File: src/rtl/fp_pkg.sv
// Shared types and constants for the sequential FP multiplier.
// Holds field widths, special encodings, FSM states and an operand unpacker.
package fp_pkg;

  localparam int EXP_W  = 8;
  localparam int MANT_W = 23;
  localparam int BIAS   = 127;

  localparam logic [31:0] QNAN    = 32'h7FC0_0000;
  localparam logic [31:0] POS_INF = 32'h7F80_0000;

  typedef enum logic [1:0] {
    IDLE = 2'd0,
    MUL  = 2'd1,
    NORM = 2'd2,
    DONE = 2'd3
  } state_t;

  typedef struct packed {
    logic              sign;
    logic [EXP_W-1:0]  exp;
    logic [MANT_W:0]   mant;
    logic              is_zero;
    logic              is_inf;
    logic              is_nan;
  } fp_t;

  // Operand facts the NORM stage needs once the mantissa is in the core.
  typedef struct packed {
    logic              sign;
    logic [EXP_W-1:0]  exp;
    logic              is_zero;
    logic              is_inf;
    logic              is_nan;
  } op_t;

  // Denormals (exp == 0) are flushed: hidden bit and fraction both zero.
  function automatic fp_t unpack(input logic [31:0] x);
    fp_t r;
    logic exp_max;
    logic frac_nz;
    exp_max   = &x[30:23];
    frac_nz   = |x[22:0];
    r.sign    = x[31];
    r.exp     = x[30:23];
    r.is_zero = ~|x[30:23];
    r.is_inf  = exp_max & ~frac_nz;
    r.is_nan  = exp_max & frac_nz;
    r.mant    = r.is_zero ? '0 : {1'b1, x[22:0]};
    return r;
  endfunction

endpackage

File: src/rtl/mant_mul_seq.sv
// 24x24 shift-add mantissa multiplier, one partial product per step.
// Ports: clk, rst, load (capture a/b), step (one iteration), prod, last.
module mant_mul_seq
  import fp_pkg::*;
(
  input  logic              clk,
  input  logic              rst,
  input  logic              load,
  input  logic [MANT_W:0]   a,
  input  logic [MANT_W:0]   b,
  input  logic              step,
  output logic [2*MANT_W+1:0] prod,
  output logic              last
);

  localparam int PW = 2 * (MANT_W + 1);

  logic [PW-1:0]   mcand;
  logic [PW-1:0]   acc;
  logic [MANT_W:0] mplier;
  logic [4:0]      cnt;

  always_ff @(posedge clk) begin
    if (rst) begin
      mcand  <= '0;
      acc    <= '0;
      mplier <= '0;
      cnt    <= '0;
    end else if (load) begin
      mcand  <= {{(MANT_W+1){1'b0}}, a};
      acc    <= '0;
      mplier <= b;
      cnt    <= '0;
    end else if (step) begin
      if (mplier[0])
        acc <= acc + mcand;
      mcand  <= mcand << 1;
      mplier <= mplier >> 1;
      cnt    <= cnt + 5'd1;
    end
  end

  assign prod = acc;
  // High during the step that performs the final (24th) iteration.
  assign last = (cnt == 5'(MANT_W));

endmodule

File: src/rtl/fp_multiplier_seq.sv
// Multi-cycle IEEE-754 single multiplier with start/busy/done handshake.
// Ports: clk, rst, start, src1, src2 in; busy, done, mulOut out.
module fp_multiplier_seq
  import fp_pkg::*;
(
  input  logic        clk,
  input  logic        rst,
  input  logic        start,
  input  logic [31:0] src1,
  input  logic [31:0] src2,
  output logic        busy,
  output logic        done,
  output logic [31:0] mulOut
);

  state_t state;
  op_t    oa;
  op_t    ob;
  fp_t    ua;
  fp_t    ub;

  logic [47:0] prod;
  logic        last;
  logic        load;
  logic        step;

  logic               sign;
  logic signed [9:0]  e_raw;
  logic signed [9:0]  e_n;
  logic [22:0]        frac;
  logic [31:0]        res;

  assign ua   = unpack(src1);
  assign ub   = unpack(src2);
  assign load = (state == IDLE) && start;
  assign step = (state == MUL);

  mant_mul_seq u_core (
    .clk  (clk),
    .rst  (rst),
    .load (load),
    .a    (ua.mant),
    .b    (ub.mant),
    .step (step),
    .prod (prod),
    .last (last)
  );

  assign sign  = oa.sign ^ ob.sign;
  assign e_raw = signed'({2'b00, oa.exp})
               + signed'({2'b00, ob.exp})
               - 10'sd127;

  // Product of two [1,2) values lies in [1,4); bit 47 means [2,4).
  always_comb begin
    e_n  = e_raw;
    frac = prod[45:23];
    if (prod[47]) begin
      e_n  = e_raw + 10'sd1;
      frac = prod[46:24];
    end
  end

  always_comb begin
    res = {sign, e_n[7:0], frac};
    if (oa.is_nan || ob.is_nan)
      res = QNAN;
    else if ((oa.is_inf && ob.is_zero) ||
             (ob.is_inf && oa.is_zero))
      res = QNAN;
    else if (oa.is_inf || ob.is_inf)
      res = {sign, POS_INF[30:0]};
    else if (oa.is_zero || ob.is_zero)
      res = {sign, 31'd0};
    else if (e_n >= 10'sd255)
      res = {sign, POS_INF[30:0]};
    else if (e_n <= 10'sd0)
      res = {sign, 31'd0};
  end

  always_ff @(posedge clk) begin
    if (rst) begin
      state  <= IDLE;
      busy   <= 1'b0;
      done   <= 1'b0;
      mulOut <= '0;
      oa     <= '0;
      ob     <= '0;
    end else begin
      unique case (state)
        IDLE: begin
          done <= 1'b0;
          if (start) begin
            oa    <= '{ua.sign, ua.exp, ua.is_zero,
                       ua.is_inf, ua.is_nan};
            ob    <= '{ub.sign, ub.exp, ub.is_zero,
                       ub.is_inf, ub.is_nan};
            busy  <= 1'b1;
            state <= MUL;
          end
        end
        MUL: begin
          if (last)
            state <= NORM;
        end
        NORM: begin
          mulOut <= res;
          done   <= 1'b1;
          busy   <= 1'b0;
          state  <= DONE;
        end
        DONE: begin
          done  <= 1'b0;
          state <= IDLE;
        end
        default: state <= IDLE;
      endcase
    end
  end

endmodule
File: config.mk
export PLATFORM = sky130hd
export DESIGN_NAME = fp_multiplier_seq
export DESIGN_NICKNAME = d
export VERILOG_FILES = /design/src/rtl/fp_pkg.sv /design/src/rtl/mant_mul_seq.sv /design/src/rtl/fp_multiplier_seq.sv
export SDC_FILE = /design/constraint.sdc
export NUM_CORES = 1
export LEC_CHECK = 0
export ABC_AREA = 1
export BUFFER_PORTS_ARGS = -buffer_cell sky130_fd_sc_hd__buf_2
export CELL_PAD_IN_SITES_DETAIL_PLACEMENT = 0
export CELL_PAD_IN_SITES_GLOBAL_PLACEMENT = 1
export CORE_ASPECT_RATIO = 1.75
export CORE_MARGIN = 2
export CORE_UTILIZATION = 45
export CTS_BUF_LIST = sky130_fd_sc_hd__clkbuf_4
export CTS_CLUSTER_DIAMETER = 100
export DETAILED_ROUTE_END_ITERATION = 6
export PLACE_DENSITY = 0.85
export SKIP_CTS_REPAIR_TIMING = 1
export SYNTH_ARGS = -nofsm -noshare
export SYNTH_HDL_FRONTEND = slang
export SYNTH_SLANG_ARGS = --single-unit
File: constraint.sdc
create_clock -name clk -period 3.02 [get_ports clk]
set_input_delay 0.604 -clock clk [delete_from_list [all_inputs] [get_ports clk]]
set_output_delay 0.604 -clock clk [all_outputs]
set_load 0.005 [all_outputs]
# Word level (Yosys, flattened, before mapping)
# Cells that the tools add are included.
# Widths: inputs -> output; s select.
[totals] register_bits=185 in_bits=67 out_inout_bits=34
[op_classes] add_sub_neg=5 n_lt_le_gt_ge=2 n_eq_ne=6 n_mux=20 bitwise_logic=7 reduce_logical=25
[op_table] op="$mux 24" count=6
[op_table] op="$mux 31" count=4
[op_table] op="$mux 32" count=2
[op_table] op="$add 48x48->48" count=1
[op_table] op="$reduce_or 23->1" count=2
[op_table] op="$mux 23" count=1
[op_table] op="$reduce_and 8->1" count=2
[op_table] op="$reduce_or 8->1" count=2
[op_table] op="$add 10x2->10 const B" count=1
[op_table] op="$ge 10x9->1 const B" count=1
[op_table] op="$le 10x1->1 const B" count=1
[op_table] op="$mux 10" count=1
[op_table] op="$sub 9x7->10 const B" count=1
[op_table] op="$add 8x8->9" count=1
[op_table] op="$pmux 2 s4" count=1
[op_table] op="$reduce_and 2->1" count=4
[op_table] op="$reduce_bool 2->1" count=3
[op_table] op="$add 5x1->5 const B" count=1
[op_table] op="$eq 5x5->1 const B" count=1
[op_table] op="$and 1x1->1" count=4
[op_table] op="$eq 2x2->1 const B" count=2
[op_table] op="$logic_or 1x1->1" count=4
[op_table] op="$mux 2" count=2
[op_table] op="$ne 2x2->1 const B" count=2
[op_table] op="other kinds (9)" count=15

# Logic depth before layout (Yosys ltp)
[logic_depth] depth_word=11 ltp_mapped=22 ltp_nobuf=21

# Modules after synthesis
# Synthesis repeated with hierarchy kept, for this count alone.
[unflattened] cells_unflattened=2217 area_unflattened_um2=13270.2
[modules_own_cells] module="mant_mul_seq" n_inst=1 cells_each=1566 area_each_um2=9250.1
[modules_own_cells] module="fp_multiplier_seq" n_inst=1 cells_each=651 area_each_um2=4020.1

# Worst setup path after synthesis
# OpenSTA, ideal clock, no wires.
[synth_path] path_type="reg2reg" from="reg oa[4] (netlist name)" to="reg mulOut[14]" arrival_time_ps=2593 required_ps=2882 setup_slack_ps=289 stages_incl_launch_ff=17 path_buffers=2 period_less_slack_ps=2731 cell_sequence="dfxtp_1 > ha_1 > ha_1 > fa_1 > nand4_1 > nor2_4 > nand3_4 > o21ai_0 > nand2_1 > inv_1 > nand2_1 > nand2_2 > nand2_4 > buf_8 > buf_12 > nand3_2 > a21oi_2"
[synth_via] elab_chain_len=11 word_cells_on_any_way=12 cone_classes="3 x add/sub; 2 x order compare; 7 x mux"
[synth_rtl] item="start: declaration" line_no="fp_multiplier_seq.sv:17" text="op_t oa;"
[synth_rtl] item="start signal: assignment" line_no="fp_multiplier_seq.sv:94" text="oa <= '{ua.sign, ua.exp, ua.is_zero,"
[synth_rtl] item="$add 8x8->9 (*)" line_no="fp_multiplier_seq.sv:51" text="+ signed'({2'b00, ob.exp})"
[synth_rtl] item="$sub 9x7->10 (*)" line_no="fp_multiplier_seq.sv:52" text="- 10'sd127;"
[synth_rtl] item="$add 10x2->10" line_no="fp_multiplier_seq.sv:59" text="e_n = e_raw + 10'sd1;"
[synth_rtl] item="$mux 10 (*)" line_no="fp_multiplier_seq.sv:58" text="if (prod[47]) begin"
[synth_rtl] item="$le 10x1->1" line_no="fp_multiplier_seq.sv:77" text="else if (e_n <= 10'sd0)"
[synth_rtl] item="$mux 31" line_no="fp_multiplier_seq.sv:77"
[synth_rtl] item="$mux 31 (*)" line_no="fp_multiplier_seq.sv:75" text="else if (e_n >= 10'sd255)"
[synth_rtl] item="$mux 31 (*)" line_no="fp_multiplier_seq.sv:73" text="else if (oa.is_zero || ob.is_zero)"
[synth_rtl] item="$mux 31 (*)" line_no="fp_multiplier_seq.sv:71" text="else if (oa.is_inf || ob.is_inf)"
[synth_rtl] item="$mux 32 (*)" line_no="fp_multiplier_seq.sv:68" text="else if ((oa.is_inf && ob.is_zero) ||"
[synth_rtl] item="$mux 32 (*)" line_no="fp_multiplier_seq.sv:66" text="if (oa.is_nan || ob.is_nan)"
[synth_rtl] item="end signal: assignment" line_no="fp_multiplier_seq.sv:107" text="mulOut <= res;"
[synth_rtl] item="end: declaration" line_no="fp_multiplier_seq.sv:13" text="output logic [31:0] mulOut"
# Mark *: on every way between the ends. The rest lies on a longest branch, timed or not.
# A chain may end at the register's enable or synchronous reset.

# Final worst setup path
[layout_path] from="reg oa[4] (netlist name)" to="reg mulOut[28]"
# Same word-level chain as after synthesis.

==> results.json <==
{
  "status": "finished, final reports clean",
  "dr.first_iter.drc_count": 535,
  "grt_max_degree": 64,
  "peakVddDrop_mv": 0.455,
  "post-dp-hpwl_um": 26000,
  "synthArstFlopShare": 0,
  "ant_nets": 0,
  "wirelength_um": 34200,
  "wire_per_inst_um": 15.7,
  "cap_violations": 0,
  "grt_pass1_vias": 11316,
  "netlist_area_um2": 11600,
  "netlist_instances": 1752,
  "cp_max_fo": 8,
  "cts.sinks": 185,
  "ys_warn_count": 0,
  "htreeDepth": 4,
  "yosysMostFrequentCell": "nand2_1",
  "powerDensity_nw_per_um2": 649,
  "setup_violations": 0,
  "antenna_found_initial": 3,
  "cp_cell_sequence": "ha_4, ha_4, fa_2, nand4_1, nor2_4, nand3_4, o21ai_1, nand2_2, inv_1, nand2_1, nand2_4, nand2_8, nand2_2, nand2_2, a21oi_2",
  "synthFlopType": "dfxtp_1",
  "fin_skew_ns": 0.0189,
  "tightest_slew_ns": 1.18,
  "min_path_cells": 3,
  "grt.overflow.total": 0,
  "synth_cell_types": 48,
  "clk_latency_ns": 0.66,
  "cts-root-buf": "clkbuf_4",
  "syn-num-nets": 1889,
  "nets": 1977,
  "syn_avg_cell_area_um2": 6.63,
  "firstDrtPassIters": 5,
  "max_freq_mhz": 346,
  "place_ws_ns": -0.0314,
  "place_inst": 2126,
  "die_x_um": 125,
  "stdcell_count": 2173,
  "numPortBuffers": 100,
  "relSlewSlack": 0.211,
  "path_class": "reg -> reg",
  "drive_above_1_share": 0.130,
  "cts_buffer_depth": 2,
  "ys_seq_area_frac": 0.319,
  "finalCriticalPeriod_ns": 2.89,
  "end_kind": "register",
  "critPathMaxStageDelay_ns": 0.60,
  "start_util": 0.459,
  "via_per_inst": 5.38,
  "critPathSlowestCell": "fa_2",
  "critPathRequiredTime_ns": 3.61,
  "setup.worst_path.start_class": "register",
  "layout_setup_ws_ns": 0.126,
  "arrival_ns": 3.49,
  "coreArea_um2": 25300,
  "rows": 77,
  "yosys-top-cells-area": "dfxtp_1 32%, nand2_1 11%, a21oi_1 8.7%",
  "slew_viol_final": 0,
  "grt_use_total": 0.249,
  "synth_top_cell_by_area": "dfxtp_1",
  "power_leakage_uw": 0.00569,
  "grt_pass1_wl_um": 55300,
  "synth-edff-count": 0,
  "clk_pin_slew_ns": 0.17,
  "vias": 11695,
  "die_h_um": 217,
  "crit_path_frequent_cell": "nand2_2",
  "area_growth_pct": 11.6,
  "drc_errors": 0,
  "hold_class": "in -> reg",
  "place_congestion": 0.936,
  "min_period_over_period": 0.958,
  "hold_violations": 0,
  "synth_top_cells_by_count": "350 x nand2_1, 202 x a21oi_1, 200 x nor2_1",
  "io_pins": 101,
  "die_area_um2": 27200,
  "ys_seq_elements": 185,
  "cts_made_buffers": 17,
  "cts_tree": "yes",
  "synth_top_area_share": 0.319,
  "r2r_cells": 15
}
## layout by cell type, fill, tap and decap left out, types with 18 or more instances in the layout
| cell | n |
|---|---|
| nand2_1 | 344 |
| nor2_1 | 200 |
| a21oi_1 | 200 |
| o21ai_0 | 192 |
| inv_1 | 190 |
| dfxtp_1 | 180 |
| buf_2 | 100 |
| nand3_1 | 75 |
| ha_1 | 65 |
| buf_4 | 32 |
| xor2_1 | 24 |
| nor4_1 | 20 |
| nand4_1 | 18 |
## final cells by class
class                      instances  area [um^2]
fill                            2706        12400
multi-input combinational       1300         7010
sequential                       185         3710
timing repair buffer             136          821
inverter                         200          758
tap                              316          395
clock inverter                    15          144
clock buffer                      17          128
antenna                            4         10.0
## worst max-delay path: cells and delay by family (launching register included)
kind                       cells  cell delay [ns]
adders and majority gates      3             1.00
DFF                            1             0.37
buffers and inverters          1             0.06
AOI/OAI and AO/OA              2             0.28
and+or+nand+nor                9             1.13
## metal layers
metal	track usage	wire length (um)	part of all wire	vias up
met2	0.476	18400	0.54	239
met1	0.262	13000	0.38	5363
li1	-	-	-	6014
met4	0.118	1590	0.046	0
met5	0	0	0	-
met3	0.0400	1140	0.033	79
## state kept, by name, indices dropped and copies added (netlist names)
signal and cells:
u_core.mplier 24, oa 12, u_core.prod 48, u_core.mcand 48, state 2, done 1
busy 1, ob 12, mulOut 32, u_core.cnt 5
## cell families (layout without fill, tap and decap cells)
family          after synthesis  count (layout)  synth area share
other cells                   0               4                 0
xor+xnor                     33              33            0.0249
compound gates              478             478             0.224
flops                       185             185             0.319
fa+ha+maj                    70              70            0.0766
simple gates                716             719             0.265
buf+inv                     270             368            0.0911
## per-stage QoR
stage / TNS, ns / area (um^2) / util / hold WS (ns) / power [uW]
6_report: 0 / 13000 / 0.512 / 0.176 / 8420
2_1_floorplan: 0 / 11600 / - / 0.433 / 5880
5_1_grt: -0.147 / 13000 / 0.512 / 0.132 / 9120
3_3_place_gp: 0 / 12400 / 0.491 / 0.429 / 6730
3_5_place_dp: -0.234 / 12400 / 0.491 / 0.438 / 6790
4_1_cts: -1.28 / 12700 / 0.502 / 0.123 / 8180
## where the power goes
part           total (uW)  internal [uW]  switching, uW
combinational        3770           1270           2500
sequential           3280           2920            358
clock                1360            359           1000
total                8420           4560           3860
## path summary, 6_finish.rpt
path / startpoint / to / slack [ns]
worst min-delay path: src1[20] / u_core.mcand[20] / 0.18
worst max-delay path: oa[4] / mulOut[28] / 0.13
worst min register to register: done / done / 0.45
worst max register to register: oa[4] / mulOut[28] / 0.13
Note: power is estimated with default switching activity, not from simulation.
